## config.mk

```make
export PLATFORM = sky130hd
export DESIGN_NAME = wb_port_arbiter
export DESIGN_NICKNAME = d
export VERILOG_FILES = /design/src/rtl/wb_pkg.sv /design/src/rtl/wb_aux_fifo.sv /design/src/rtl/wb_port_arbiter.sv
export SDC_FILE = /design/constraint.sdc
export NUM_CORES = 1
export LEC_CHECK = 0
export CORE_AREA = 2 2 115 117
export DETAILED_ROUTE_END_ITERATION = 6
export DIE_AREA = 0 0 117 119
export GPL_ROUTABILITY_DRIVEN = 0
export GPL_TIMING_DRIVEN = 0
export PLACE_DENSITY = 0.86
export SETUP_SLACK_MARGIN = 0.15
export SYNTH_ARGS = -nofsm -noshare
export SYNTH_HDL_FRONTEND = slang
export SYNTH_SLANG_ARGS = --single-unit
```

## constraint.sdc

```tcl
create_clock -name clk -period 3.3 [get_ports clk]
set_input_delay 0.66 -clock clk [delete_from_list [all_inputs] [get_ports clk]]
set_output_delay 0.66 -clock clk [all_outputs]
set_load 0.005 [all_outputs]
```

## src/rtl/wb_pkg.sv

```systemverilog
// Shared definitions for the register-file write-port arbiter.
package wb_pkg;

  localparam int unsigned REG_AW = 5;
  localparam logic [REG_AW-1:0] ZERO_REG = 5'd0;

  typedef enum logic [2:0] {
    GNT_NONE,
    GNT_HOLD,
    GNT_STARVE,
    GNT_PIPE,
    GNT_AUX
  } grant_e;

  // Default-width write-back entry; modules with a different Width build their own.
  typedef struct packed {
    logic [REG_AW-1:0] rd;
    logic [31:0]       data;
  } wb_entry_t;

endpackage

```

## src/rtl/wb_aux_fifo.sv

```systemverilog
// Small FIFO queueing auxiliary-unit results ahead of the register-file write port.
module wb_aux_fifo
  import wb_pkg::*;
#(
  parameter int unsigned Width = 32,
  parameter int unsigned DEPTH = 2
) (
  input  logic                         clk,
  input  logic                         rst,
  input  logic                         push,
  input  logic [REG_AW-1:0]            push_rd,
  input  logic [Width-1:0]             push_data,
  input  logic                         pop,
  output logic                         full,
  output logic                         empty,
  output logic [$clog2(DEPTH+1)-1:0]   count,
  output logic [REG_AW-1:0]            head_rd,
  output logic [Width-1:0]             head_data
);

  localparam int unsigned PtrW = $clog2(DEPTH);
  localparam int unsigned CntW = $clog2(DEPTH + 1);

  logic [REG_AW-1:0] rd_mem   [DEPTH];
  logic [Width-1:0]  data_mem [DEPTH];
  logic [PtrW-1:0]   wr_ptr_q, rd_ptr_q;
  logic [CntW-1:0]   count_q;
  logic              do_push, do_pop;

  assign full    = (count_q == CntW'(DEPTH));
  assign empty   = (count_q == '0);
  assign count   = count_q;
  assign do_push = push && !full;
  assign do_pop  = pop && !empty;

  assign head_rd   = rd_mem[rd_ptr_q];
  assign head_data = data_mem[rd_ptr_q];

  always_ff @(posedge clk) begin
    if (do_push) begin
      rd_mem[wr_ptr_q]   <= push_rd;
      data_mem[wr_ptr_q] <= push_data;
    end
  end

  // DEPTH is a power of two, so pointer overflow is the modulo wrap.
  always_ff @(posedge clk or posedge rst) begin
    if (rst) begin
      wr_ptr_q <= '0;
      rd_ptr_q <= '0;
      count_q  <= '0;
    end else begin
      if (do_push) wr_ptr_q <= wr_ptr_q + PtrW'(1);
      if (do_pop)  rd_ptr_q <= rd_ptr_q + PtrW'(1);
      count_q <= count_q + CntW'(do_push) - CntW'(do_pop);
    end
  end

endmodule

```

## src/rtl/wb_port_arbiter.sv

```systemverilog
// Arbitrates the register-file write port between pipeline writeback and an aux FIFO.
// Optional statistics counters enabled by defining WB_ARB_STATS_EN.
module wb_port_arbiter
  import wb_pkg::*;
#(
  parameter int unsigned Width    = 32,
  parameter int unsigned DEPTH    = 2,
  parameter int unsigned MAX_WAIT = 4
) (
  input  logic              clk,
  input  logic              rst,
  input  logic              wb_valid,
  input  logic [REG_AW-1:0] wb_rd,
  input  logic [Width-1:0]  wb_data,
  output logic              pipe_stall,
  input  logic              aux_valid,
  input  logic [REG_AW-1:0] aux_rd,
  input  logic [Width-1:0]  aux_data,
  output logic              aux_ready,
  output logic              rf_we,
  output logic [REG_AW-1:0] rf_wa,
  output logic [Width-1:0]  rf_wd
`ifdef WB_ARB_STATS_EN
  ,
  output logic [15:0]       stat_aux_grants,
  output logic [15:0]       stat_stall_cycles
`endif
);

  localparam int unsigned CntW  = $clog2(DEPTH + 1);
  localparam int unsigned WaitW = $clog2(MAX_WAIT + 1);

  logic              fifo_full, fifo_empty, fifo_push, fifo_pop;
  logic [CntW-1:0]   fifo_count;
  logic [REG_AW-1:0] head_rd;
  logic [Width-1:0]  head_data;

  logic              hold_valid_q, hold_load;
  logic [REG_AW-1:0] hold_rd_q;
  logic [Width-1:0]  hold_data_q;
  logic [WaitW-1:0]  wait_q;

  logic              rf_we_q, rf_we_d;
  logic [REG_AW-1:0] rf_wa_q, rf_wa_d;
  logic [Width-1:0]  rf_wd_q, rf_wd_d;

  logic   wb_req, starve;
  grant_e grant;

  assign pipe_stall = hold_valid_q;
  assign aux_ready  = (fifo_count < CntW'(DEPTH));
  assign fifo_push  = aux_valid && !fifo_full;
  assign wb_req     = wb_valid && (wb_rd != ZERO_REG) && !pipe_stall;
  assign starve     = !fifo_empty && (wait_q == WaitW'(MAX_WAIT));

  wb_aux_fifo #(
    .Width (Width),
    .DEPTH (DEPTH)
  ) u_fifo (
    .clk       (clk),
    .rst       (rst),
    .push      (fifo_push),
    .push_rd   (aux_rd),
    .push_data (aux_data),
    .pop       (fifo_pop),
    .full      (fifo_full),
    .empty     (fifo_empty),
    .count     (fifo_count),
    .head_rd   (head_rd),
    .head_data (head_data)
  );

  always_comb begin
    grant = GNT_NONE;
    if (hold_valid_q)     grant = GNT_HOLD;
    else if (starve)      grant = GNT_STARVE;
    else if (wb_req)      grant = GNT_PIPE;
    else if (!fifo_empty) grant = GNT_AUX;
  end

  always_comb begin
    rf_we_d   = 1'b0;
    rf_wa_d   = rf_wa_q;
    rf_wd_d   = rf_wd_q;
    fifo_pop  = 1'b0;
    hold_load = 1'b0;
    unique case (grant)
      GNT_HOLD: begin
        rf_we_d = 1'b1;
        rf_wa_d = hold_rd_q;
        rf_wd_d = hold_data_q;
      end
      GNT_STARVE, GNT_AUX: begin
        // x0 results still leave the FIFO but never reach the register file.
        fifo_pop  = 1'b1;
        rf_we_d   = (head_rd != ZERO_REG);
        rf_wa_d   = head_rd;
        rf_wd_d   = head_data;
        hold_load = (grant == GNT_STARVE) && wb_req;
      end
      GNT_PIPE: begin
        rf_we_d = 1'b1;
        rf_wa_d = wb_rd;
        rf_wd_d = wb_data;
      end
      default: ;
    endcase
  end

  always_ff @(posedge clk or posedge rst) begin
    if (rst) begin
      rf_we_q      <= 1'b0;
      rf_wa_q      <= '0;
      rf_wd_q      <= '0;
      hold_valid_q <= 1'b0;
      hold_rd_q    <= '0;
      hold_data_q  <= '0;
      wait_q       <= '0;
    end else begin
      rf_we_q <= rf_we_d;
      rf_wa_q <= rf_wa_d;
      rf_wd_q <= rf_wd_d;
      if (hold_load) begin
        hold_valid_q <= 1'b1;
        hold_rd_q    <= wb_rd;
        hold_data_q  <= wb_data;
      end else if (grant == GNT_HOLD) begin
        hold_valid_q <= 1'b0;
      end
      if (fifo_pop || fifo_empty)         wait_q <= '0;
      else if (wait_q != WaitW'(MAX_WAIT)) wait_q <= wait_q + WaitW'(1);
    end
  end

  assign rf_we = rf_we_q;
  assign rf_wa = rf_wa_q;
  assign rf_wd = rf_wd_q;

`ifdef WB_ARB_STATS_EN
  logic [15:0] aux_grants_q, stall_cycles_q;

  always_ff @(posedge clk or posedge rst) begin
    if (rst) begin
      aux_grants_q   <= '0;
      stall_cycles_q <= '0;
    end else begin
      aux_grants_q   <= aux_grants_q + 16'(fifo_pop);
      stall_cycles_q <= stall_cycles_q + 16'(hold_valid_q);
    end
  end

  assign stat_aux_grants   = aux_grants_q;
  assign stat_stall_cycles = stall_cycles_q;
`endif

endmodule

```

### After elaboration in Yosys (flattened, before gate mapping)

Memories as Yosys holds them, arrays and structs flattened.
Cells that the tools add are included.

* output and inout bits: 40
* bits in read-only memories: 0
* register bits: 83
* memories: 2
* memory bits (writable): 74
* latch bits: 0

* reduce and logical (&&, ||, !) cells: 19
* shift operators: 0
* mux-type cells: 15
* bitwise logic cells: 0
* add/sub/neg operators: 5
* divide/modulo/power cells: 0
* multipliers: 0
* eq/ne operators: 7
* $lt $le $gt $ge: 1

Memories
* u_fifo.data_mem: words 2, width 32, rd ports 1, clocked after Yosys merged registers in 0, wr ports 1, line wb_aux_fifo.sv:25 `logic [Width-1:0] data_mem [DEPTH];`
* u_fifo.rd_mem: words 2, width 5, rd ports 1, clocked after Yosys merged registers in 0, wr ports 1, line wb_aux_fifo.sv:24 `logic [REG_AW-1:0] rd_mem [DEPTH];`

Operator list (number)
* $pmux 32 s3: 1
* $mux 3: 6
* $pmux 5 s3: 1
* $reduce_bool 5->1: 2
* $logic_and 1x1->1: 7
* $eq 3x2->1 const B: 2
* $eq 3x3->1 const B: 2
* $mux 1: 6
* $reduce_bool 2->1: 2
* $reduce_or 2->1: 2
* $add 3x1->3 const B: 1
* $eq 3x1->1 const B: 1
* $logic_not 1->1: 3
* $ne 3x3->1 const B: 1
* $reduce_bool 3->1: 1
* $add 1x1->1 const B: 2
* $add 2x1->2: 1
* $eq 2x2->1 const B: 1
* $logic_not 2->1: 1
* $lt 2x2->1 const B: 1
* $pmux 1 s2: 1
* $sub 2x1->2: 1
* $logic_or 1x1->1: 1

### Depth between registers and ports, before layout

Gate-level depths: netlist of the first run.

* depth after elaboration: 11
* mapped depth: 11
* mapped depth without buffers: 11

### Cells and area by module

From an unflattened synthesis of the first run, not the netlist that was laid out.

* cells, all modules: 449
* area, all modules: 6620.1 µm²

Modules (own cells, without submodules)
* wb_port_arbiter: cells an instance 315, area an instance 3666.0 µm², times used 1
* wb_aux_fifo: cells an instance 134, area an instance 2954.1 µm², times used 1

### Worst setup path after synthesis of the first run

OpenSTA, ideal clock, no wires.

* path kind: input port to flip-flop
* start: input port aux_valid
* end: memory u_fifo.data_mem[0][0], enable pin
* arrival: 2.387 ns
* slack: 0.482 ns
* cell stages on the path: 2
* setup time: 0.431 ns
* data required time: 2.869 ns
* cell sequence: o21ai_0 > nor2_1

* word-level cells in the longest chain between the ends: 4

Ends and longest elaborated chain
* start, declared: line wb_port_arbiter.sv:16 `input logic aux_valid,`
* $logic_and 1x1->1: line wb_port_arbiter.sv:52 `assign fifo_push = aux_valid && !fifo_full;`
* $logic_and 1x1->1: line wb_aux_fifo.sv:33 `assign do_push = push && !full;`
* $mux 1: line wb_aux_fifo.sv:40 `if (do_push) begin`
* $mux 1 (implied by the code): line wb_aux_fifo.sv:42 `data_mem[wr_ptr_q] <= push_data;`
* end, declared: line wb_aux_fifo.sv:25

Every way passes these cells.

### Final worst setup path of the first run

* start: input port wb_rd[1]
* end: register u_fifo.count_q[1], in the netlist u_fifo.count[1]

* word-level cells in the longest chain between the ends: 11
* elaborated cells on any way between the ends: 12
* classes of those cells: 1 x add/sub; 2 x eq/ne; 4 x mux; 5 x reduce/logical

Ends and longest elaborated chain
* start, declared: line wb_port_arbiter.sv:13 `input logic [REG_AW-1:0] wb_rd,`
* $reduce_bool 5->1 (*): line wb_port_arbiter.sv:53 `assign wb_req = wb_valid && (wb_rd != ZERO_REG) && !pipe_stall;`
* $logic_and 1x1->1 (*) (2 in a row): line wb_port_arbiter.sv:53
* $mux 3 (*): line wb_port_arbiter.sv:77 `else if (wb_req) grant = GNT_PIPE;`
* $mux 3 (*): line wb_port_arbiter.sv:76 `else if (starve) grant = GNT_STARVE;`
* $mux 3 (*): line wb_port_arbiter.sv:75 `if (hold_valid_q) grant = GNT_HOLD;`
* $eq 3x2->1 or $eq 3x3->1 (tied branches): line wb_port_arbiter.sv:87 `unique case (grant)`
* $reduce_or 2->1 (*): line wb_port_arbiter.sv:87
* $mux 1 (*): line wb_port_arbiter.sv:87
* $logic_and 1x1->1 (*): line wb_aux_fifo.sv:34 `assign do_pop = pop && !empty;`
* via u_fifo.do_pop: line wb_aux_fifo.sv:28 `logic do_push, do_pop;`
* $sub 2x1->2 (*): line wb_aux_fifo.sv:55 `count_q <= count_q + CntW'(do_push) - CntW'(do_pop);`
* end signal, assigned: line wb_aux_fifo.sv:55
* end, declared: line wb_aux_fifo.sv:27 `logic [CntW-1:0] count_q;`

The timed path passes the listed nets; every way through them passes the cells marked *.
A chain may end at the register's enable or synchronous reset.

==> impl_metrics.yaml, run 1 <==
clock_tree:
  cts-hold-fix-buffers: 0
  post-cts-setup-buffer-count: 0
  tritoncts_clock_tree: "yes"
  insertion_delay_ps: 410
  cts_inserted_buffers: 17
  ctsLongestPathBuffers: 2
  ctsRootBufferMaster: "sky130_fd_sc_hd__clkbuf_16"
  cts.sinks: 157
  path_clk_slew_ps: 60
  post_cts_resized: 0
  htree_num_levels: 4
logic_synthesis:
  synth_fa_ha_area_share_pct: 0.7679
  yosys_register_bits: 157
  syn_area_per_cell_um2: 14.52
  synth-compound-area-share_pct: 10.14
  main_combinational_cell_family_by_area_after_synthesis: "multiplexers"
  sequential_cell_area_fraction_in_the_yosys_report_pct: 65.96
  synth_fp_nets: 531
  synth_xor_area_share_pct: 0.6719
  async_reset_ff_share_pct: 52.87
  yosysUniqueCellTypes: 31
  netlist_instances: 449
  postSynth.topFlopCell: "sky130_fd_sc_hd__dfrtp_1"
  syn_area_um2: 6518
  synth_mux_area_share_pct: 13.94
  yosys_warnings: 0
  area_fraction_in_and_or_nand_and_nor_cells_after_synthesis_pct: 5.778
  synth_edf_count: 74
critical_path:
  capturing_element_type_of_the_critical_path: "flop"
  worst-endpoint-required_ps: 3630
  critical_path.max_fanout: 7
  worst_ep_arrival_time_ps: 3290
  worst_setup_start_kind: "primary input"
  crit_type: "primary input to flop"
grt:
  vias_in_the_first_global_route: 4847
  first_pass_grt_wire_length_um: 24760
  grt-ovfl-total: 0
  antenna_found_initial: 0
  globalRouteTotalUtil_pct: 23.62
  grt_start_max_net_pins: 59
final_layout:
  nFillCells: 902
  utilization_pct: 67.11
  num_antenna_cells: 0
  finish.cell_count_without_fillers: 777
  area.growth.synth_to_final_pct: 32.58
  final_net_count: 670
  ratio_of_cells_with_drive_above_1_in_the_final_layout_pct: 19.80
  stdcell_area_um2: 8641
detailed_routing:
  viasPerCell: 5.744
  met2_length_um: 8255
  drt-met1-wl_um: 6181
  total_drc_errors_in_the_routed_layout: 0
  met3WireLength_um: 905
  top_layer_used: "met4"
  totalWireLength_um: 15620
  route.antenna.remaining_nets: 0
  wl_per_cell_um: 20.10
  drt_first_pass_iters: 6
  detailedRoute.firstIterationViolations: 299
  num_vias: 4463
place:
  port_buffers: 117
  dp.cells: 745
  place.detailed.hpwl_um: 10660
  place_area_um2: 7988
timing:
  timing.final.crit_share_pct: 89.51
  period_needed_ps: 2954
  fin_worst_hold_slack_ps: 506.2
  timing.setup.tns_ps: 0
  grt_setup_unrepaired: "no"
  final-setup-viol-count: 0
  timing.clock.skew_ps: 7.042
  report.final.hold_viol_count: 0
  drv_slew: 0
  timing.max_slew.rel_slack_pct: 61.35
  worst_pin_slew_ps: 573.7
  max_freq_mhz: 338.5
die:
  dieArea_um2: 13920
  ios: 118
  floorplan.initialDensity_pct: 50.62
  core_area_um2: 12870
  die_height_um: 119
  die-width_um: 117
  rows: 42
power:
  cellLeakagePower_nw: 3.345
  cellPowerDensity_nw_per_um2: 871.3
  power.ir.vdd_worst_v: 0.0003779
flow_run:
  max-cap-violations: 0
status:
  outcome: "completed"
hold_path:
  min-delay-path-class: "flop to flop"
area by class of cell:
type,count,area [um2],share of cell area [%]
sequential,157,4299,49.75
multi-input combinational,253,2048,23.70
timing repair buffer,120,1239,14.34
clock buffer,20,436.7,5.054
tap,176,220.2,2.549
clock inverter,12,216.5,2.505
buffer,29,141.4,1.636
inverter,10,40.04,0.4634
layer usage:
layer	track usage, %	up-vias
met5	0	-
met4	8.162	0
met3	4.936	24
met2	40.25	187
met1	29.80	2257
li1	-	1995
path summary, 6_finish.rpt:
path | from | endpoint | slack, ps | cells past startpoint
max | wb_rd[1] | u_fifo.count[1] | 350 | 10
min | hold_rd_q[1] | hold_rd_q[1] | 510 | 1
max reg2reg | u_fifo.count[0] | u_fifo.count[1] | 830 | 9
min reg2reg | hold_rd_q[1] | hold_rd_q[1] | 510 | 1
max in group asynchronous | rst | hold_data_q[24] | 2120 | 3
min in group asynchronous | rst | rf_wd[11] | 580 | 2
worst max-delay path: stages:
cell	delay, ps
sky130_fd_sc_hd__clkdlybuf4s50_1	470
sky130_fd_sc_hd__or4_4	590
sky130_fd_sc_hd__o211ai_2	320
sky130_fd_sc_hd__nand2_1	270
sky130_fd_sc_hd__inv_1	210
sky130_fd_sc_hd__ha_1	270
sky130_fd_sc_hd__inv_1	70
sky130_fd_sc_hd__ha_1	160
sky130_fd_sc_hd__xnor2_1	130
sky130_fd_sc_hd__xnor2_1	130
logic make-up after synthesis:
group,count (synthesis)
DFF,157
and+or+nand+nor,86
AOI/OAI and AO/OA,83
muxes,75
buffers and inverters,39
xor gates and xnor gates,5
adders and majority gates,4
report_power, final:
group	total (mW)	internal [mW]	switching [mW]
clock	2.17	1.42	0.750
combinational	2.23	1.23	0.995
sequential	3.14	2.77	0.360
Yosys cell counts, drive strengths merged, types with 4 or more instances:
cell,number,share of area (%)
or4,5,0.69
nor2,4,0.23
inv,10,0.58
a32oi,32,4.3
mux2i,6,0.92
o21ai,7,0.54
clkbuf,18,1.0
dfrtp,83,32
nand2,68,3.9
mux2,69,13
ha,4,0.77
xnor2,5,0.67
buf,11,1.1
edfxtp,74,34
o211ai,35,4.1
stage by stage:
step | power [mW] | setup WS, ps
floorplan | 4.340 | 482.0
global placement | 5.204 | -996.7
detailed placement | 5.376 | -61.97
CTS | 7.568 | 358.8
global route | 7.876 | 247.6
finish | 7.528 | 346.0
sequential cells by signal (all words and copies together) (netlist names):
name             cells
hold_data_q         32
hold_rd_q            5
pipe_stall           1
rf_wa                5
rf_wd               32
rf_we                1
u_fifo.count         2
u_fifo.data_mem     64
u_fifo.rd_mem       10
u_fifo.rd_ptr_q      1
u_fifo.wr_ptr_q      1
wait_q               3
cell usage in the layout, fill, tap and decap left out, types with 2 or more instances in the layout:
master	synthesis	routed
sky130_fd_sc_hd__buf_6	3	3
sky130_fd_sc_hd__or4_4	2	2
sky130_fd_sc_hd__nor2_1	4	3
sky130_fd_sc_hd__ha_1	4	4
sky130_fd_sc_hd__clkdlybuf4s50_1	0	117
sky130_fd_sc_hd__a31oi_1	2	2
sky130_fd_sc_hd__inv_1	10	9
sky130_fd_sc_hd__mux2_2	50	50
sky130_fd_sc_hd__edfxtp_1	74	74
sky130_fd_sc_hd__o21ai_0	5	5
sky130_fd_sc_hd__buf_12	0	2
sky130_fd_sc_hd__clkbuf_1	18	21
sky130_fd_sc_hd__a222oi_1	3	3
sky130_fd_sc_hd__a32oi_1	32	32
sky130_fd_sc_hd__or4_1	3	3
sky130_fd_sc_hd__clkbuf_16	0	17
sky130_fd_sc_hd__mux2_4	19	19
sky130_fd_sc_hd__and2_1	3	2
sky130_fd_sc_hd__o21ai_1	2	2
sky130_fd_sc_hd__dfrtp_1	83	83
sky130_fd_sc_hd__nor3_1	3	3
sky130_fd_sc_hd__bufinv_16	0	6
sky130_fd_sc_hd__mux2i_1	6	6
sky130_fd_sc_hd__clkinv_2	0	3
sky130_fd_sc_hd__nand2_1	68	68
sky130_fd_sc_hd__xnor2_1	5	5
sky130_fd_sc_hd__buf_2	8	8
sky130_fd_sc_hd__o211ai_1	34	34
(Power assumes the default switching activity.)
==> run 2: changes to the inputs <==
- TNS_END_PERCENT: not set -> 30
==> results of run 2 <==
The final DEF is identical to that of run 1; final timing and power are the same.
==> run 3: changes to the inputs <==
- clock period: 3.3 -> 3.02 ns (I/O delays scaled with it)
==> run 3 against run 2 <==
The run now ends with DRC left. First-iteration DRC count up 16%. Flip-flop and latch count unchanged. Global-route usage about the same. Critical path type unchanged. Highest routed layer unchanged.
==> impl_metrics.yaml, run 3 (synthesis results as in run 1) <==
final_layout:
  leading_cell_type_in_the_layout_fill_and_taps_excluded: "sky130_fd_sc_hd__clkdlybuf4s50_1"
  final_cell_mix: "117 x sky130_fd_sc_hd__clkdlybuf4s50_1, 83 x sky130_fd_sc_hd__dfrtp_1, 74 x sky130_fd_sc_hd__edfxtp_1"
  largest_register_ffs: 64
  utilization_pct: 67.20
  num_antenna_cells: 0
  area.growth.synth_to_final_pct: 32.75
  finish.cell_count_without_fillers: 777
  most_flop_heavy_register: "u_fifo.data_mem"
  ratio_of_cells_with_drive_above_1_in_the_final_layout_pct: 19.97
  final_net_count: 670
status:
  violations: "DRC"
  outcome: "finished, violations left"
detailed_routing:
  route.antenna.remaining_nets: 0
  wl_per_cell_um: 20.33
  totalWireLength_um: 15800
  drt_first_pass_iters: 7
  num_vias: 4475
  total_drc_errors_in_the_routed_layout: 2
  viasPerCell: 5.759
  detailedRoute.firstIterationViolations: 346
timing:
  grt_setup_unrepaired: "no"
  period_needed_ps: 2742
  timing.max_slew.rel_slack_pct: 59.41
  drv_slew: 0
  final-setup-viol-count: 0
  report.final.hold_viol_count: 0
  max_freq_mhz: 364.8
  timing.clock.skew_ps: 12.96
  worst_pin_slew_ps: 608.9
  fin_worst_hold_slack_ps: 509.2
  timing.final.crit_share_pct: 90.78
power:
  power.share.clock_pct: 28.8
  share_comb_of_total_power_pct: 29.6
  power.net_switching_mw: 2.320
  cell_internal_pwr_mw: 5.928
  cellPowerDensity_nw_per_um2: 953.3
  power.share.sequential_pct: 41.6
  power.ir.vdd_worst_v: 0.0004129
  proportion_of_total_power_due_to_net_switching_pct: 28.13
  cellLeakagePower_nw: 3.344
die:
  core_area_um2: 12870
  rows: 42
  floorplan.initialDensity_pct: 50.62
  die_height_um: 119
  ios: 118
  die-width_um: 117
  dieArea_um2: 13920
grt:
  grt_start_max_net_pins: 59
  vias_in_the_first_global_route: 4852
  globalRouteTotalUtil_pct: 23.65
  first_pass_grt_wire_length_um: 24780
  antenna_found_initial: 0
  grt-ovfl-total: 0
place:
  place.detailed.hpwl_um: 10660
  port_buffers: 117
  dp.cells: 745
clock_tree:
  ctsRootBufferMaster: "sky130_fd_sc_hd__clkbuf_16"
  cts-hold-fix-buffers: 0
  ctsLongestPathBuffers: 2
  cts.sinks: 157
  path_clk_slew_ps: 60
  insertion_delay_ps: 420
  tritoncts_clock_tree: "yes"
  htree_num_levels: 4
  cts_inserted_buffers: 17
critical_path:
  worst-endpoint-required_ps: 3360
  critical_path.max_fanout: 7
  crit_type: "primary input to flop"
  worst_ep_arrival_time_ps: 3080
  worst_setup_start_kind: "primary input"
  capturing_element_type_of_the_critical_path: "flop"
flow_run:
  max-cap-violations: 0
hold_path:
  min-delay-path-class: "flop to flop"
==> run 3: per-layer routing <==
metal | up-vias | track usage (%) | wire length (um)
met2 | 183 | 40.39 | 8313
met4 | 0 | 6.985 | 272
met1 | 2266 | 29.83 | 6290
li1 | 1998 | - | -
met3 | 28 | 5.649 | 922
met5 | - | 0 | 0
==> run 3: path summary, 6_finish.rpt <==
path                                 start              end  slack [ps]  depth (start not counted)
max                               wb_rd[1]  u_fifo.count[1]         280                         10
min                           hold_rd_q[1]     hold_rd_q[1]         510                          1
max reg2reg                u_fifo.count[0]  u_fifo.count[1]         640                          9
min reg2reg                   hold_rd_q[1]     hold_rd_q[1]         510                          1
max in group asynchronous              rst  hold_data_q[24]        1900                          3
min in group asynchronous              rst        rf_wd[11]         520                          2
==> run 3: cell type report <==
cell class,instances,area [um2]
Sequential cell,157,4299
Multi-Input combinational cell,253,2059
Fill cell,898,4223
Inverter,10,40.04
Timing Repair Buffer,120,1239
Clock inverter,12,216.5
Clock buffer,20,436.7
Tap cell,176,220.2
Buffer,29,141.4
==> run 3: power groups by stage <==
stage / combinational (mW) / clock [mW] / sequential, mW
6_report: 2.44 / 2.37 / 3.43
5_1_grt: 2.64 / 2.47 / 3.50
4_1_cts: 2.46 / 2.39 / 3.42
3_5_place_dp: 2.42 / 0 / 3.45
3_3_place_gp: 2.27 / 0 / 3.42
2_1_floorplan: 1.38 / 0 / 3.36
==> run 3: critical path, cell delays in order <==
cell	delay, ps
sky130_fd_sc_hd__clkdlybuf4s50_1	470
sky130_fd_sc_hd__or4_4	600
sky130_fd_sc_hd__o211ai_4	260
sky130_fd_sc_hd__nand2_2	180
sky130_fd_sc_hd__inv_1	190
sky130_fd_sc_hd__ha_1	270
sky130_fd_sc_hd__inv_1	70
sky130_fd_sc_hd__ha_1	160
sky130_fd_sc_hd__xnor2_1	140
sky130_fd_sc_hd__xnor2_1	130
==> run 3: repair_timing <==
item | 4_1_cts | 5_1_grt
setup endpoints to repair | 1 | 1
pin swaps | 0 | 0
setup buffers | 0 | 0
resized for setup | 1 | 1
gates cloned | 0 | 0
==> run 3: through the flow <==
step           total power, mW  setup TNS, ps  setup WS [ps]  instance area [um2]
2_1_floorplan            4.743              0          258.0                 6518
3_3_place_gp             5.686        -125730          -1221                 7909
3_5_place_dp             5.874         -393.4         -286.0                 7988
4_1_cts                  8.272              0          221.5                 8643
5_1_grt                  8.616              0          211.0                 8652
6_report                 8.248              0          278.5                 8652
